==> src/rtl/bp_update_queue.sv <==
// In-order queue of fetch-time branch predictions, matched against execute-stage
// resolutions to produce the registered BHT update stream and mispredict stats.
`ifndef BHT_IDX_WIDTH
`define BHT_IDX_WIDTH 6
`endif

package bp_pkg;
  typedef enum logic [1:0] {
    INIT = 2'd0,
    PRIV = 2'd1,
    USER = 2'd2
  } domain_t;
endpackage

module bp_update_queue
  import bp_pkg::*;
#(
  parameter int DEPTH = 8,
  parameter int IDX_W = `BHT_IDX_WIDTH,
  parameter int CNT_W = 16
) (
  input  logic              clk_i,
  input  logic              rst_i,
  input  logic              pred_valid_i,
  output logic              pred_ready_o,
  input  logic [IDX_W-1:0]  pred_idx_i,
  input  logic              pred_taken_i,
  input  logic [31:0]       pred_targ_i,
  input  domain_t           pred_domain_i,
  input  logic              res_valid_i,
  output logic              res_ready_o,
  input  logic              res_taken_i,
  input  logic [31:0]       res_targ_i,
  input  logic              flush_i,
  output logic              upd_en_o,
  output logic              upd_result_o,
  output logic [IDX_W-1:0]  upd_idx_o,
  output logic [31:0]       upd_targ_o,
  output domain_t           upd_domain_o,
  output logic              mispredict_o,
  output logic [31:0]       redirect_targ_o,
  output logic [CNT_W-1:0]  cnt_priv_o,
  output logic [CNT_W-1:0]  cnt_user_o
);

  localparam int AW = $clog2(DEPTH);
  localparam logic [AW:0] FULL = (AW + 1)'(DEPTH);

  logic [AW-1:0] wr_ptr_reg, wr_ptr_next;
  logic [AW-1:0] rd_ptr_reg, rd_ptr_next;
  logic [AW:0]   count_reg, count_next;

  logic [IDX_W-1:0] mem_idx   [DEPTH];
  logic             mem_taken [DEPTH];
  logic [31:0]      mem_targ  [DEPTH];
  domain_t          mem_dom   [DEPTH];

  logic             upd_en_reg, upd_en_next;
  logic             upd_result_reg, upd_result_next;
  logic [IDX_W-1:0] upd_idx_reg, upd_idx_next;
  logic [31:0]      upd_targ_reg, upd_targ_next;
  domain_t          upd_domain_reg, upd_domain_next;
  logic             mispredict_reg, mispredict_next;
  logic [31:0]      redirect_reg, redirect_next;

  logic [IDX_W-1:0] head_idx;
  logic             head_taken;
  logic [31:0]      head_targ;
  domain_t          head_dom;

  logic enq_fire, res_fire, mispred, squash, enq_accept;

  assign pred_ready_o = (count_reg != FULL);
  assign res_ready_o  = (count_reg != '0);

  // The head must be visible in the resolve cycle, so the small buffer is read asynchronously.
  assign head_idx   = mem_idx[rd_ptr_reg];
  assign head_taken = mem_taken[rd_ptr_reg];
  assign head_targ  = mem_targ[rd_ptr_reg];
  assign head_dom   = mem_dom[rd_ptr_reg];

  assign enq_fire   = pred_valid_i & pred_ready_o;
  assign res_fire   = res_valid_i & res_ready_o;
  assign mispred    = res_fire & ((res_taken_i != head_taken) |
                                  (res_taken_i & head_taken & (res_targ_i != head_targ)));
  assign squash     = mispred | flush_i;
  assign enq_accept = enq_fire & ~squash;

  always_comb begin
    wr_ptr_next = wr_ptr_reg;
    rd_ptr_next = rd_ptr_reg;
    count_next  = count_reg;
    if (squash) begin
      // Emptying by catching the read pointer up keeps the write pointer untouched.
      rd_ptr_next = wr_ptr_reg;
      count_next  = '0;
    end else begin
      if (enq_accept) wr_ptr_next = wr_ptr_reg + 1'b1;
      if (res_fire)   rd_ptr_next = rd_ptr_reg + 1'b1;
      case ({enq_accept, res_fire})
        2'b10:   count_next = count_reg + 1'b1;
        2'b01:   count_next = count_reg - 1'b1;
        default: count_next = count_reg;
      endcase
    end
  end

  always_comb begin
    upd_en_next     = res_fire;
    mispredict_next = mispred;
    upd_result_next = upd_result_reg;
    upd_idx_next    = upd_idx_reg;
    upd_targ_next   = upd_targ_reg;
    upd_domain_next = upd_domain_reg;
    redirect_next   = redirect_reg;
    if (res_fire) begin
      upd_result_next = res_taken_i;
      upd_idx_next    = head_idx;
      upd_domain_next = head_dom;
      upd_targ_next   = res_taken_i ? res_targ_i : head_targ;
      redirect_next   = res_taken_i ? res_targ_i : 32'd0;
    end
  end

  always_ff @(posedge clk_i) begin
    if (enq_accept) begin
      mem_idx[wr_ptr_reg]   <= pred_idx_i;
      mem_taken[wr_ptr_reg] <= pred_taken_i;
      mem_targ[wr_ptr_reg]  <= pred_targ_i;
      mem_dom[wr_ptr_reg]   <= pred_domain_i;
    end
  end

  always_ff @(posedge clk_i) begin
    if (!rst_i) begin
      wr_ptr_reg     <= '0;
      rd_ptr_reg     <= '0;
      count_reg      <= '0;
      upd_en_reg     <= 1'b0;
      upd_result_reg <= 1'b0;
      upd_idx_reg    <= '0;
      upd_targ_reg   <= '0;
      upd_domain_reg <= INIT;
      mispredict_reg <= 1'b0;
      redirect_reg   <= '0;
    end else begin
      wr_ptr_reg     <= wr_ptr_next;
      rd_ptr_reg     <= rd_ptr_next;
      count_reg      <= count_next;
      upd_en_reg     <= upd_en_next;
      upd_result_reg <= upd_result_next;
      upd_idx_reg    <= upd_idx_next;
      upd_targ_reg   <= upd_targ_next;
      upd_domain_reg <= upd_domain_next;
      mispredict_reg <= mispredict_next;
      redirect_reg   <= redirect_next;
    end
  end

  // One saturating counter per tracked domain; INIT-owned entries match neither.
  for (genvar gi = 0; gi < 2; gi++) begin : g_cnt
    localparam domain_t DOM = (gi == 0) ? PRIV : USER;
    logic [CNT_W-1:0] cnt_reg;
    always_ff @(posedge clk_i) begin
      if (!rst_i) begin
        cnt_reg <= '0;
      end else if (mispred && (head_dom == DOM) && (cnt_reg != '1)) begin
        cnt_reg <= cnt_reg + 1'b1;
      end
    end
  end

  assign cnt_priv_o      = g_cnt[0].cnt_reg;
  assign cnt_user_o      = g_cnt[1].cnt_reg;
  assign upd_en_o        = upd_en_reg;
  assign upd_result_o    = upd_result_reg;
  assign upd_idx_o       = upd_idx_reg;
  assign upd_targ_o      = upd_targ_reg;
  assign upd_domain_o    = upd_domain_reg;
  assign mispredict_o    = mispredict_reg;
  assign redirect_targ_o = redirect_reg;

endmodule
==> config.mk <==
export PLATFORM = sky130hd
export DESIGN_NAME = bp_update_queue
export DESIGN_NICKNAME = d
export VERILOG_FILES = /design/src/rtl/bp_update_queue.sv
export SDC_FILE = /design/constraint.sdc
export NUM_CORES = 1
export LEC_CHECK = 0
export CAP_MARGIN = 5
export CORE_UTILIZATION = 30
export CTS_CLUSTER_DIAMETER = 40
export DETAILED_ROUTE_END_ITERATION = 8
export PLACE_DENSITY_LB_ADDON = 0.3
export SLEW_MARGIN = 40
export SYNTH_ARGS = -nofsm -noshare
export SYNTH_HDL_FRONTEND = slang
export SYNTH_SLANG_ARGS = --single-unit
==> constraint.sdc <==
create_clock -name clk_i -period 10.75 [get_ports clk_i]
set_input_delay 1.075 -clock clk_i [delete_from_list [all_inputs] [get_ports clk_i]]
set_output_delay 1.075 -clock clk_i [all_outputs]
set_load 0.03 [all_outputs]
# Yosys cells after proc, flatten, opt, wreduce, memory -nomap -nowiden
# Memory sizes are Yosys's and may differ from the RTL's. A register that Yosys moved wholly into a read port is not among the register bits.
# Index checks and enable logic that the tools add are counted.
[word_totals] elab_cells=63 regBits=111 mem_count=4 input_bits=79 mem_bits_rw=328
[classes] n_bitwise=10 eq_ne=9 add_sub_neg=6 n_reduce_logical=10 n_mux=13
[memory_table] name="mem_targ" depth=8 word_bits=32 read_ports=1 rd_clocked_by_memory_dff=1 write_ports=1 line_no="55" rtl="logic [31:0] mem_targ [DEPTH];"
[memory_table] name="mem_idx" depth=8 word_bits=6 read_ports=1 rd_clocked_by_memory_dff=1 write_ports=1 line_no="53" rtl="logic [IDX_W-1:0] mem_idx [DEPTH];"
[memory_table] name="mem_dom" depth=8 word_bits=2 read_ports=1 rd_clocked_by_memory_dff=1 write_ports=1 line_no="56" rtl="domain_t mem_dom [DEPTH];"
[memory_table] name="mem_taken" depth=8 word_bits=1 read_ports=1 rd_clocked_by_memory_dff=1 write_ports=1 line_no="54" rtl="logic mem_taken [DEPTH];"
[op_table] cell="2-to-1 mux 32 bit" count=2
[op_table] cell="adder 16 x 1 -> 16 bit (second input constant)" count=2
[op_table] cell="inequality test 16 bit (second input constant)" count=2
[op_table] cell="inequality test 32 bit" count=1
[op_table] cell="2-to-1 mux 3 bit" count=8
[op_table] cell="one-hot mux 4 bit (2 select lines)" count=1
[op_table] cell="adder 3 x 1 -> 3 bit (second input constant)" count=2
[op_table] cell="bitwise AND 1 bit" count=6
[op_table] cell="adder 4 x 1 -> 4 bit (second input constant)" count=1
[op_table] cell="== test 2 x 1 -> 1 bit (second input constant)" count=2
[op_table] cell="== test 2 bit (second input constant)" count=2
[op_table] cell="logical AND 1 bit" count=4
[op_table] cell="inequality test 4 bit (second input constant)" count=1
[op_table] cell="nonzero test 2 bit" count=2
[op_table] cell="nonzero test 4 bit" count=1
[op_table] cell="subtractor 4 x 1 -> 4 bit (second input constant)" count=1
[op_table] cell="2-to-1 mux 1 bit" count=2
[op_table] cell="inverter 1 bit" count=2
[op_table] cell="bitwise OR 1 bit" count=2
[op_table] cell="AND reduction 2 bit" count=1
[op_table] cell="OR reduction 2 bit" count=1
[op_table] cell="zero test 1 bit" count=1
[op_table] cell="inequality test 1 bit" count=1

# Logic depth before layout (Yosys ltp)
# Gate-level depths: netlist of run 1.
[logic_depth] word_depth=9 depth_mapped=20

# Least setup slack after synthesis of run 1
# OpenSTA, ideal clock, no wires.
[synth_path] path_kind="flip-flop to flip-flop" from="reg (tool-made name)" to="mem mem_dom[4][0] (netlist name) (enable)" t_arrival_ns=7.085 stages_incl_launch_ff=13 path_slack_ns=3.109 cell_sequence="dfxtp_1 -> buf_2 -> buf_2 -> buf_1 -> mux2i_1 -> a22oi_1 -> nand2_1 -> xor2_1 -> nand4_1 -> or3_4 -> o41ai_4 -> nand3_2 -> nor4b_1"
[synth_lines] item="end, declared" line_no="56"

==> impl_metrics.ini, run 1 <==
[synthesis]
ys_seq_area_share_pct = 67.5
synth_nets = 1345
synth.avg_cell_area_um2 = 14.4
ys_warn_count = 0
synthCells = 1257
synth_seq_cells = 448
async_flop_share_pct = 0
synth_area_um2 = 18100
yosysUniqueCellTypes = 62
synth_enable_flop_cells = 328
synth_ff_type = edfxtp_1

[place]
dp_slack_ns = 4.84
io_buffer_count = 187
dpl-instance-area_um2 = 20900
dp_hpwl_um = 31200
place_congestion = 0.784

[finish]
final_common_cell = edfxtp_1
final_util_pct = 39.3
syn_to_final_growth_pct = 28.7
largestRegisters = mem_targ: 256 flops, mem_idx: 48 flops
nFillCells = 5500
nets = 1559
design_area_um2 = 23400
final_cell_mix = 328 x edfxtp_1, 185 x clkdlybuf4s50_1, 116 x dfxtp_1
drive_gt1_share_pct = 15.8
largest_register_ffs = 256
regMostFlops = mem_targ

[global_route]
gr-total-overflow = 0
grt_pass1_wl_um = 72600
grt_pass1_vias = 11400
grt_start_max_net_pins = 93
antenna_found_initial = 8
grt_usage_pct = 16.0

[sta]
fin_tns_setup_ns = 0
worstMarginPinSlew_ns = 0.831
period_share_pct = 54.4
skew_ns = 0.0215
grt_setup_unrepaired = no
fin_ws_ns = 4.90
holdWs_ns = 0.451
setup_viol = 0
maxSlewViolCount = 0
post-route-min-period_ns = 5.85
timing.fmax_mhz = 171
hold_viol = 0
slew_headroom_pct = 44.6

[clock_network]
post-cts-setup-buffers = 0
cts_buffer_depth = 3
cts_tree = yes
htreeDepth = 3
cts_sinks = 448
clk_pin_slew_ns = 0.05
worstSkewPairLatency_ns = 0.59
cts_resized = 0
ctsHoldBuffers = 0
root_buffer = clkbuf_16
numCtsBuffers = 74

[detailed_routing]
detail_route.wl_per_cell_um = 21.2
routed_via_density = 4.93
vias = 11400
ant_nets = 0
drt_pass1_iterations = 5
drt_iter0_drc = 823
drc = 0
drt_wl_total_um = 49000

[critical_path]
cp-end-kind = register
startpoint_type = register
crit_required_ns = 11.22
worstPathArrival_ns = 6.33
reg2regPathDepth = 16
cp_max_fo = 42
crit_type = register to register

[worst_hold_path]
whs_path_depth = 2
holdCritPathClass = register to register

[status]
status = completed

[floorplan]
die_h_um = 248
die_width_um = 248
pin_count = 188
num_rows = 89
die_area_um2 = 61500
start_util_pct = 30.6
core_area_um2 = 59400

[pwr]
p_per_area_nw_per_um2 = 206
power.leakage_nw = 7.57
ir_worst_vdd_mv = 0.113

[flow_run]
maxCapViolCount = 0
-- critical path, cell delays in order, from the launching register on --
cell	delay [ns]
dfxtp_4	0.69
buf_4	0.68
nor2_1	0.27
a22o_1	0.28
or3_1	0.30
a2111oi_0	0.61
nand4_1	0.39
o41ai_4	0.58
nand3_2	0.46
ha_1	0.39
ha_1	0.28
a21o_1	0.19
a21oi_1	0.17
xnor2_1	0.13
nor2_1	0.06
xnor2_1	0.13
nor2_1	0.05
-- area by class of cell --
type / count / area [um2] / share of cell area [%]
Sequential cell: 448 / 12300 / 52.5
Clock inverter: 54 / 510 / 2.19
Clock buffer: 80 / 1930 / 8.25
Antenna cell: 3 / 7.51 / 0.0321
Multi-Input combinational cell: 723 / 5550 / 23.8
Timing Repair Buffer: 212 / 2090 / 8.93
Inverter: 12 / 47.5 / 0.204
Tap cell: 773 / 967 / 4.14
-- power by group --
group | internal, mW | leakage [nW] | switching (mW)
clock | 1.44 | 1.18 | 0.857
sequential | 1.91 | 3.94 | 0.0466
combinational | 0.233 | 2.46 | 0.321
-- synth_stat cells, types with 10 or more instances --
cell type,n,share of area [%]
a21oi_1,89,2.5
nand2b_1,17,0.59
a211oi_1,14,0.58
nand2_1,116,2.4
mux2i_1,84,4.6
dfxtp_1,120,13
edfxtp_1,328,54
buf_1,11,0.23
nand4_1,12,0.41
nor2_1,62,1.3
nor3_1,24,0.66
o21ai_0,38,1.0
clkbuf_1,40,0.83
xnor2_1,31,1.5
inv_1,11,0.23
a22oi_1,10,0.41
and3_1,11,0.38
mux4_2,57,7.1
nand3_1,51,1.4
-- kinds of logic (layout without fill, tap and decap cells) --
| group | Yosys count | after routing | synth area share [%] |
|---|---|---|---|
| AOI/OAI and AO/OA | 190 | 190 | 6.34 |
| xor gates and xnor gates | 36 | 36 | 1.74 |
| adders and majority gates | 9 | 9 | 0.662 |
| and+or+nand+nor | 337 | 337 | 9.08 |
| muxes | 151 | 151 | 12.4 |
| other | 0 | 3 | 0 |
| buffers and inverters | 86 | 358 | 2.30 |
| DFF | 448 | 448 | 67.5 |
-- per-layer routing --
layer | vias up | GRT usage (%) | routed length [um]
met3 | 81 | 4.13 | 3540
met5 | - | 0 | 78
li1 | 5253 | - | -
met1 | 5663 | 21.8 | 21900
met4 | 12 | 5.25 | 982
met2 | 354 | 24.7 | 22500
-- metrics by stage --
step | cells | power [mW]
after global routing | 2302 | 4.99
after CTS | 2302 | 4.86
after floorplan | 1257 | 2.34
after global placement | 2167 | 2.54
final | 2305 | 4.81
after detailed placement | 2168 | 2.55
-- path summary, 6_finish.rpt --
path | startpoint | end | slack, ns
setup / recovery | register | count_reg[3] | 4.90
hold / removal | redirect_targ_o[13] | redirect_targ_o[13] | 0.45
setup reg to reg | register | count_reg[3] | 4.90
hold reg to reg | redirect_targ_o[13] | redirect_targ_o[13] | 0.45
Power figures use the tool's default switching activity.
==> inputs of run 2 (changes only) <==
- clock period: 10.75 -> 5.86 ns (I/O delays scaled with it)
==> run 2 against run 1 <==
  * Non-clock buffer count increased by 7
  * Largest power group unchanged
  * Cell area grew 0.36%
  * Largest cell class unchanged
  * Routed wire length decreased by 1.1%
  * Combinational power rose by 86%
  * Clock power up 81%
==> impl_metrics.ini, run 2 (synthesis results as in run 1) <==
[pwr]
p_per_area_nw_per_um2 = 374
p_comb_share_pct = 11.8
power.leakage_nw = 7.60
switching_share_pct = 26.0
clkPwrFrac_pct = 47.3
intPower_mw = 6.50
pwr-share-seq_pct = 40.9
ir_worst_vdd_mv = 0.179
power_switching_mw = 2.28

[detailed_routing]
drt_iter0_drc = 821
routed_via_density = 4.95
detail_route.wl_per_cell_um = 21.0
ant_nets = 0
drc = 0
vias = 11400
drt_wl_total_um = 48400
drt_pass1_iterations = 5

[worst_hold_path]
holdCritPathClass = register to register

[clock_network]
root_buffer = clkbuf_16
cts_buffer_depth = 3
ctsHoldBuffers = 0
cts_tree = yes
worstSkewPairLatency_ns = 0.59
cts_sinks = 448
clk_pin_slew_ns = 0.06
numCtsBuffers = 71
htreeDepth = 3
post-cts-setup-buffers = 0
cts_resized = 0

[finish]
syn_to_final_growth_pct = 29.1
design_area_um2 = 23400
drive_gt1_share_pct = 16.4
final_common_cell = edfxtp_1
nFillCells = 5525
finalNonFillerCells = 2310
nets = 1563
regMostFlops = mem_targ
register_area_um2 = 12300
final_cell_mix = 328 x edfxtp_1, 185 x clkdlybuf4s50_1, 116 x dfxtp_1
final_util_pct = 39.5
largest_register_ffs = 256
largestRegisters = mem_targ: 256 flops, mem_idx: 48 flops
multi_input_area_um2 = 5560

[critical_path]
crit_type = register to register
cp-end-kind = register
crit_required_ns = 6.08
startpoint_type = register
worstPathArrival_ns = 5.16
cp_max_fo = 43

[sta]
period_share_pct = 84.3
hold_viol = 0
setup_viol = 0
slew_headroom_pct = 41.7
post-route-min-period_ns = 4.94
maxSlewViolCount = 0
fin_ws_ns = 0.918
fin_tns_setup_ns = 0
grt_setup_unrepaired = no
timing.fmax_mhz = 202
worstMarginPinSlew_ns = 0.875
skew_ns = 0.0249

[place]
place_congestion = 0.807
dp_hpwl_um = 32100
dp_slack_ns = 0.779
dpl-instance-area_um2 = 21000
io_buffer_count = 187
post-place-cells = 2175

[floorplan]
pin_count = 188
die_width_um = 248
die_h_um = 248
core_area_um2 = 59400
die_area_um2 = 61500
num_rows = 89
start_util_pct = 30.6

[global_route]
grt_usage_pct = 15.8
gr-total-overflow = 0
grt_pass1_vias = 11300
grt_pass1_wl_um = 71900
antenna_found_initial = 8
grt_start_max_net_pins = 73

[status]
status = completed

[flow_run]
maxCapViolCount = 0
[run 2: cell count changes in the layout (fill, tap and decap cells not counted), moves of 3 or more]
cell      previous run  this run
buf_12               0         6
clkinv_1             7         1
buf_4               23        27
buf_6                3         0
inv_8                3         6
[run 2: through the flow]
| stage | hold WS [ns] | power, mW |
|---|---|---|
| after floorplan | 0.488 | 4.30 |
| after global placement | 0.441 | 4.69 |
| after detailed placement | 0.444 | 4.70 |
| after CTS | 0.450 | 8.87 |
| after global routing | 0.469 | 9.08 |
| final | 0.450 | 8.77 |
[run 2: routing by layer]
| metal | track usage, % | part of all wire, % | wire, um | up-vias |
|---|---|---|---|---|
| met5 | 0 | 0.12 | 59 | - |
| met4 | 4.85 | 2.3 | 1090 | 10 |
| met3 | 4.43 | 7.4 | 3570 | 81 |
| met2 | 24.5 | 46 | 22100 | 358 |
| met1 | 21.5 | 45 | 21600 | 5729 |
| li1 | - | - | - | 5264 |
[run 2: final cells by class]
class                      count  share of cell area (%)
sequential                   448                    52.3
multi-input combinational    723                    23.7
timing repair buffer         219                    9.30
clock buffer                  81                    8.14
tap                          773                    4.13
clock inverter                51                    2.17
inverter                      12                   0.203
antenna                        3                  0.0320
[run 2: final timing paths]
check / cells past startpoint / slack, ns / endpoint / startpoint
setup / recovery: 11 / 0.92 / mem_targ[4][3] / register
hold / removal: 2 / 0.45 / redirect_targ_o[4] / redirect_targ_o[4]
setup reg to reg: 11 / 0.92 / mem_targ[4][3] / register
hold reg to reg: 2 / 0.45 / redirect_targ_o[4] / redirect_targ_o[4]
[run 2: critical path: stages (launching register included)]
cell and delay [ns]:
dfxtp_2 0.52, buf_12 0.33, mux4_2 0.54, mux2i_1 0.26, xnor2_1 0.10, a2111oi_1 0.64
nand4_1 0.40, o41ai_4 0.59, nand3_2 0.15, buf_4 0.24, nor4b_4 0.31, buf_4 0.47
[run 2: power by group through the flow]
stage | clock network [mW] | registers, mW | logic (mW)
4_1_cts | 4.23 | 3.59 | 1.04
3_5_place_dp | 0 | 3.66 | 1.04
3_3_place_gp | 0 | 3.66 | 1.03
2_1_floorplan | 0 | 3.68 | 0.618
6_report | 4.15 | 3.59 | 1.03
5_1_grt | 4.37 | 3.60 | 1.12
==> inputs of run 3 (changes only) <==
- clock period: 5.86 -> 4 ns (I/O delays scaled with it)
==> run 3 against run 2 <==
  * The flow now finishes with violations (negative setup slack)
  * Count of clock-buffer cells in the layout did not move
  * Via count grew 4.2%
  * Worst hold slack got worse by 0.18 ns
  * Register-to-register slack got worse by 1.0 ns
  * Maximum frequency grew 21%
  * Sequential share of layout area down 3.0 points
  * Clock skew barely moved
  * Clock power is 47% higher
  * Combinational power grew 90%
  * Final cell count is 4.8% higher
  * Core utilization up 2.4 points
  * Setup slack worse by 1.0 ns
==> impl_metrics.ini, run 3 (synthesis results as in run 1) <==
[pwr]
ir_worst_vdd_mv = 0.253
p_per_area_nw_per_um2 = 535
power.leakage_nw = 8.29
p_total_mw = 13.3

[critical_path]
cp-end-kind = register
crit_required_ns = 4.28
crit_type = register to register
worstPathArrival_ns = 4.37
cp_max_fo = 17
startpoint_type = register

[global_route]
antenna_found_initial = 8
grt_usage_pct = 16.6
grt_pass1_vias = 12000
grt_pass1_wl_um = 75200
gr-total-overflow = 0
grt_start_max_net_pins = 69

[detailed_routing]
routed_via_density = 4.93
drt_iter0_drc = 760
ant_nets = 0
drc = 0
drt_pass1_iterations = 5
drt_wl_total_um = 51600
vias = 11900
detail_route.wl_per_cell_um = 21.3

[status]
violations = negative setup slack
status = finished with violations

[sta]
period_share_pct = 102
grt_setup_unrepaired = yes
slew_headroom_pct = 46.4
holdWs_ns = 0.274
post-route-min-period_ns = 4.09
worstMarginPinSlew_ns = 0.805
hold_viol = 0
setup_viol = 94
skew_ns = 0.0246
timing.fmax_mhz = 245
fin_ws_ns = -0.0861
maxSlewViolCount = 0

[floorplan]
pin_count = 188
start_util_pct = 30.6
die_area_um2 = 61500
die_h_um = 248
num_rows = 89
die_width_um = 248
core_area_um2 = 59400

[clock_network]
numCtsBuffers = 71
worstSkewPairLatency_ns = 0.59
ctsHoldBuffers = 0
root_buffer = clkbuf_16
htreeDepth = 3
cts_tree = yes
clk_pin_slew_ns = 0.05
cts_buffer_depth = 3
cts_sinks = 448

[place]
io_buffer_count = 187
dpl-instance-area_um2 = 21800
dp_slack_ns = -0.545
dp_hpwl_um = 33500
place_congestion = 0.835

[finish]
nets = 1677
drive_gt1_share_pct = 23.7
largest_register_ffs = 256
regMostFlops = mem_targ
nFillCells = 5350
design_area_um2 = 24900
largestRegisters = mem_targ: 256 flops, mem_idx: 48 flops
syn_to_final_growth_pct = 37.1
final_common_cell = edfxtp_1
final_cell_mix = 328 x edfxtp_1, 185 x clkdlybuf4s50_1, 116 x dfxtp_1

[worst_hold_path]
holdCritPathClass = input pin to register

[flow_run]
maxCapViolCount = 0
[run 3: report_power, final]
| part | internal [mW] | switching, mW | leakage, nW |
|---|---|---|---|
| Sequential | 5.14 | 0.0964 | 3.94 |
| Clock | 3.87 | 2.25 | 1.17 |
| Combinational | 0.932 | 1.03 | 3.19 |
[run 3: timing repair]
action                                  in CTS  in global routing
pin swaps                                   11                  9
resized for setup                           34                 34
setup buffers                               18                 14
endpoints found under the setup margin     331                336
cloned                                       1                  4
[run 3: final timing paths]
check	start	endpoint	slack, ns	depth (start not counted)
worst max-delay path	register	mem_targ[2][18]	-0.09	15
worst min-delay path	res_taken_i	redirect_targ_o[27]	0.27	3
worst max register to register	register	mem_targ[2][18]	-0.09	15
worst min register to register	redirect_targ_o[31]	redirect_targ_o[31]	0.45	2
[run 3: metal layers]
metal	GRT usage, %	up-vias	wire length (um)
li1	-	5488	-
met5	0	-	65
met1	22.4	5985	23000
met2	26.1	360	24000
met3	4.01	81	3500
met4	5.20	12	1030
[run 3: stage by stage]
step / utilization (%) / setup TNS, ns / std cells
6_report: 41.9 / -4.04 / 2421
3_5_place_dp: 36.7 / -109.39 / 2252
3_3_place_gp: 36.7 / -104.35 / 2252
5_1_grt: 41.9 / -34.87 / 2419
2_1_floorplan: - / -179.37 / 1257
4_1_cts: 41.4 / -1.14 / 2400
[run 3: final cells by class]
class                      instances  area (um2)  area share (%)
sequential                       448       12300            49.3
multi-input combinational        723        5800            23.3
timing repair buffer             333        3390            13.6
clock buffer                      81        1830            7.37
tap                              773         967            3.89
clock inverter                    48         567            2.28
inverter                          12        47.5           0.191
antenna                            3        7.51          0.0302
[run 3: worst max-delay path, stage by stage (launching register included)]
cell     delay, ns
dfxtp_4       0.38
buf_12        0.13
buf_4         0.14
buf_12        0.15
mux2i_2       0.24
a22oi_1       0.14
and3b_1       0.22
nor3_2        0.19
nand4_1       0.24
or3_4         0.48
o41ai_4       0.35
nand3_2       0.13
buf_4         0.23
nor4b_4       0.36
buf_4         0.20
buf_12        0.17
